### src/rtl/msrv32_pc_gen.sv
// msrv32 fetch-stage program-counter generator.
// Holds the fetch PC and issues a valid/ready request to instruction memory.
// The next PC comes from boot, EPC, trap, branch/jump or sequential sources.
// A redirect that arrives while a request is stalled is parked in pend_pc
// until that request completes. The completing request is then flagged as
// stale through fetch_discard_out.
module msrv32_pc_gen #(
   parameter int unsigned       XLEN         = 32,
   parameter logic [XLEN-1:0]   BOOT_ADDRESS = '0,
   // 32, or 16 to enable compressed (16-bit aligned) instructions
   parameter int unsigned       IALIGN       = 32
) (
   input  logic            clk_in,
   input  logic            rst_in,
   input  logic            redirect_valid_in,
   input  logic [1:0]      pc_src_in,
   input  logic            branch_taken_in,
   input  logic [XLEN-2:0] iaddr_in,
   input  logic [XLEN-1:0] epc_in,
   input  logic [XLEN-1:0] trap_address_in,
   input  logic            compressed_in,
   input  logic            fetch_ready_in,
   output logic            fetch_valid_out,
   output logic [XLEN-1:0] i_addr_out,
   output logic [XLEN-1:0] pc_out,
   output logic [XLEN-1:0] pc_plus_inc_out,
   output logic            misaligned_instr_out,
   output logic            fetch_discard_out
);

   // Any IALIGN other than 16 behaves as 32-bit alignment.
   localparam bit CompressedEn = (IALIGN == 16);

   localparam logic [1:0] SrcBoot = 2'b00;
   localparam logic [1:0] SrcEpc  = 2'b01;
   localparam logic [1:0] SrcTrap = 2'b10;
   localparam logic [1:0] SrcNext = 2'b11;

   typedef enum logic [1:0] {
      StBoot = 2'b00,
      StRun  = 2'b01,
      StPend = 2'b10
   } state_e;

   state_e          state_q, state_d;
   logic [XLEN-1:0] pc_q, pc_d;
   logic [XLEN-1:0] pend_pc_q, pend_pc_d;
   logic            valid_q, valid_d;

   logic [XLEN-1:0] inc;
   logic [XLEN-1:0] pc_plus_inc;
   logic [XLEN-1:0] target;
   logic            misaligned;
   logic            redirect_ok;
   logic            fire;

   // Increment, candidate target and misalignment decode.
   always_comb begin
      inc         = (CompressedEn && compressed_in) ? XLEN'(2) : XLEN'(4);
      pc_plus_inc = pc_q + inc;

      target = pc_plus_inc;
      unique case (pc_src_in)
         SrcBoot: target = BOOT_ADDRESS;
         SrcEpc:  target = epc_in;
         SrcTrap: target = trap_address_in;
         SrcNext: target = branch_taken_in ? {iaddr_in, 1'b0} : pc_plus_inc;
         default: target = pc_plus_inc;
      endcase

      // Only taken branches can be misaligned, and only under 32-bit alignment.
      misaligned = 1'b0;
      if (!CompressedEn) begin
         misaligned = redirect_valid_in && (pc_src_in == SrcNext) && branch_taken_in
                      && target[1];
      end

      // A misaligned redirect is dropped. The trap unit redirects later.
      redirect_ok = redirect_valid_in && !misaligned;
      fire        = valid_q && fetch_ready_in;
   end

   // Next-state logic for the fetch FSM, PC and parked redirect.
   always_comb begin
      state_d   = state_q;
      pc_d      = pc_q;
      pend_pc_d = pend_pc_q;

      unique case (state_q)
         // Redirects in BOOT are ignored. Fetching starts at BOOT_ADDRESS.
         StBoot: state_d = StRun;

         StRun: begin
            if (redirect_ok) begin
               if (fire) begin
                  pc_d = target;
               end else begin
                  // Keep the stalled request stable and park the redirect.
                  pend_pc_d = target;
                  state_d   = StPend;
               end
            end else if (fire) begin
               pc_d = pc_plus_inc;
            end
         end

         StPend: begin
            if (fire) begin
               // A same-cycle redirect is newer than the parked one.
               pc_d    = redirect_ok ? target : pend_pc_q;
               state_d = StRun;
            end else if (redirect_ok) begin
               pend_pc_d = target;
            end
         end

         default: state_d = StBoot;
      endcase

      // The request is valid in every state except BOOT.
      valid_d = (state_d != StBoot);
   end

   // State registers with asynchronous active-high reset.
   always_ff @(posedge clk_in or posedge rst_in) begin
      if (rst_in) begin
         state_q   <= StBoot;
         pc_q      <= BOOT_ADDRESS;
         pend_pc_q <= BOOT_ADDRESS;
         valid_q   <= 1'b0;
      end else begin
         state_q   <= state_d;
         pc_q      <= pc_d;
         pend_pc_q <= pend_pc_d;
         valid_q   <= valid_d;
      end
   end

   // Output drive. fetch_discard_out marks completion of a superseded request.
   always_comb begin
      fetch_valid_out      = valid_q;
      i_addr_out           = pc_q;
      pc_out               = pc_q;
      pc_plus_inc_out      = pc_plus_inc;
      misaligned_instr_out = misaligned;
      fetch_discard_out    = (state_q == StPend) && fire;
   end

`ifndef SYNTHESIS
   // A stalled request must not change its address.
   a_req_stable : assert property (@(posedge clk_in) disable iff (rst_in)
      (fetch_valid_out && !fetch_ready_in) |=> $stable(i_addr_out));

   // A discard can only accompany a completing request.
   a_discard_fire : assert property (@(posedge clk_in) disable iff (rst_in)
      fetch_discard_out |-> (fetch_valid_out && fetch_ready_in));
`endif

endmodule

### config.mk
export PLATFORM = sky130hd
export DESIGN_NAME = msrv32_pc_gen
export DESIGN_NICKNAME = d
export VERILOG_FILES = /design/src/rtl/msrv32_pc_gen.sv
export SDC_FILE = /design/constraint.sdc
export NUM_CORES = 1
export LEC_CHECK = 0
export ABC_AREA = 1
export ABC_CLOCK_PERIOD_IN_PS = 6910
export CORE_MARGIN = 2
export CORE_UTILIZATION = 50
export CTS_CLUSTER_DIAMETER = 200
export DETAILED_ROUTE_END_ITERATION = 7
export PLACE_DENSITY_LB_ADDON = 0.2
export REMOVE_ABC_BUFFERS = 1
export SYNTH_ARGS = -nofsm -noshare
export SYNTH_HDL_FRONTEND = slang
export SYNTH_SLANG_ARGS = --single-unit
### constraint.sdc
create_clock -name clk_in -period 6.91 [get_ports clk_in]
set_clock_uncertainty 0.2 [all_clocks]
set_input_delay 1.0365 -clock clk_in [delete_from_list [all_inputs] [get_ports clk_in]]
set_output_delay 1.0365 -clock clk_in [all_outputs]
set_load 0.05 [all_outputs]
==> results.toml <==
[timing]
setup_viol = 0
tightest_slew_ns = 0.8998
fin_crit_ns = 4.793
rsz0062_at_grt = "false"
setup-tns-final_ns = 0
slew_violations = 0
slew_headroom = 0.4001
fin_crit_sh = 0.6937
fmax_mhz = 208.6
layout_setup_ws_ns = 2.117
hold_viol_final = 0

[detailed_routing]
num_vias = 6396
drtIter0Drc = 519
drt-pass1-iter-count = 6
wire_per_inst_um = 14.94
drc_errors = 0
wl_um = 18010
vias_per_cell = 5.308
ant_nets = 0

[min_path]
min_path_type = "flop to flop"

[run]
maxCapViolations = 0

[status]
status = "completed"

[logic_synthesis]
synth_top_cell_area_share = 0.3011
synth.largest_area_cell = "dfrtp_1"
ys_seq_elements = 67
yosysWarnings = 0
syn-cell-area_mm2 = 0.005569
ys_top_cells_by_area = "dfrtp_1, nand2_1, a21oi_1, nor2_1, buf_4"
syn_area_per_cell_um2 = 6.106
synth.distinct_cells = 34
synthCells = 912
synth_seq_area_share = 0.3011

[cts]
htreeDepth = 3
clk_latency_ns = 0.36
cts_hold_buf = 0
cts.repair.resized = 0
cts_tree = "done"
cts_buffer_depth = 2
cts.sinks = 67
cts_setup_buffers = 0
numCtsBuffers = 9
cts-root-buf = "clkbuf_8"
clkTransAtPathRegs_ns = 0.07

[cells_and_area]
final_common_cell = "nand2_1"
drive_gt1_frac = 0.04038
area_delta_synth_final_pct = 36.24
layout_common_cells = "nand2_1, clkdlybuf4s50_1, nor2_1, a21oi_1, dfrtp_1"
fin_nets = 1171
fillers = 968
diodes = 0

[pwr]
p_per_area_mw_per_mm2 = 488.6
p_leak_uw = 0.003593
vdd_drop_max_mv = 0.3330

[placement]
pre_cts_ws_ns = 2.112
gp_congestion = 0.8956
post-dp-hpwl_um = 12550
port_buffers = 200

[global_route]
grt_pass1_vias = 6072
grt_pass1_wl_um = 29000
grt_max_degree = 68
antenna_found_initial = 0
grt.total_usage = 0.3074
overflow = 0

[setup_path]
cp.required_ns = 5.67
end_kind = "output pin"
arrival_ns = 3.56
cp_max_fo = 26
worstSetupStartpointType = "primary input"
reg2reg_slack_ns = 4.00
crit_type = "primary input to output pin"

[floorplan]
rows = 38
coreArea_mm2 = 0.01084
start_util = 0.5137
die_h_um = 109.5
fp.dieW_um = 109.5
ios = 202
die-area_mm2 = 0.01200
## kinds of logic after synthesis
family                     Yosys count  synth area share
buffers and inverters              132            0.1204
adders and majority gates            7           0.01573
and+or+nand+nor                    557            0.4006
DFF                                 67            0.3011
AOI/OAI and AO/OA                  138            0.1445
muxes                                1          0.002022
xor gates and xnor gates            10           0.01573
## critical path, stage by stage
cell and delay (ns):
clkdlybuf4s50_1 0.54, nand2_2 0.11, nor2_4 0.60, nand2_1 0.11, nand4_1 0.18, nand2_2 0.10
inv_1 0.06, clkdlybuf4s50_1 0.80
## layer usage
layer	global-route usage	routed length (um)	part of all wire	up-vias
li1	-	-	-	3160
met2	0.5251	8709	0.48	315
met4	0.09584	273	0.015	0
met5	0	0	0	-
met1	0.3995	7336	0.41	2897
met3	0.04801	1688	0.094	24
## through the flow
stage                     instances  instance area (um^2)  hold slack [ns]  utilization  power (uW)
after detailed placement       1190                  7372           0.2663       0.6801        3324
after global placement         1190                  7372           0.2611       0.6801        3290
final                          1205                  7587           0.2859       0.6999        3707
after CTS                      1205                  7587           0.2845       0.6999        3700
after global routing           1205                  7587           0.3083       0.6999        3938
after floorplan                 843                  5135           0.2492            -        2458
## Yosys cell counts (all sizes together)
cell type and number:
nand3 39, a221oi 2, inv 63, xnor2 3
a211oi 1, a22oi 1, nand4 9, nor2 93
xor2 7, o211ai 2, mux2 1, buf 58
a21o 1, a22o 17, nor3 1, a21oi 86
o21bai 4, a31oi 2, nand2 399, and2 16
o2111ai 2, o21ai 19, o31ai 1, dfrtp 67
ha 7, clkbuf 11
## where the power goes
group,internal (uW),total (uW),switching [uW],leakage [uW]
clock network,210,368,159,0.000108
registers,585,806,222,0.000805
logic,801,2530,1730,0.00268
## final cells by class
cell class              instances  area, um^2  share of cell area
multi-input cells             713        3229              0.4256
repair buffers                207        2054              0.2708
flip-flops and latches         67        1677              0.2210
inverters                      63       236.5             0.03117
well taps                     140       175.2             0.02309
clock buffers                  10       137.6             0.01814
clock inverters                 5       77.57             0.01022
## state kept, by name, indices dropped and copies added (netlist names)
| signal | count |
|---|---|
| i_addr_out | 32 |
| pend_pc_q | 32 |
| state_q | 2 |
| fetch_valid_out | 1 |
## path summary, 6_finish.rpt
kind / startpoint / endpoint / cells after the start
max: pc_src_in[1] / misaligned_instr_out / 8
min: pend_pc_q[21] / pend_pc_q[21] / 2
max reg2reg: i_addr_out[1] / pend_pc_q[25] / 9
min reg2reg: pend_pc_q[21] / pend_pc_q[21] / 2
max in group asynchronous: rst_in / i_addr_out[17] / 3
min in group asynchronous: rst_in / pend_pc_q[2] / 3
Note: power is estimated with default switching activity, not from simulation.
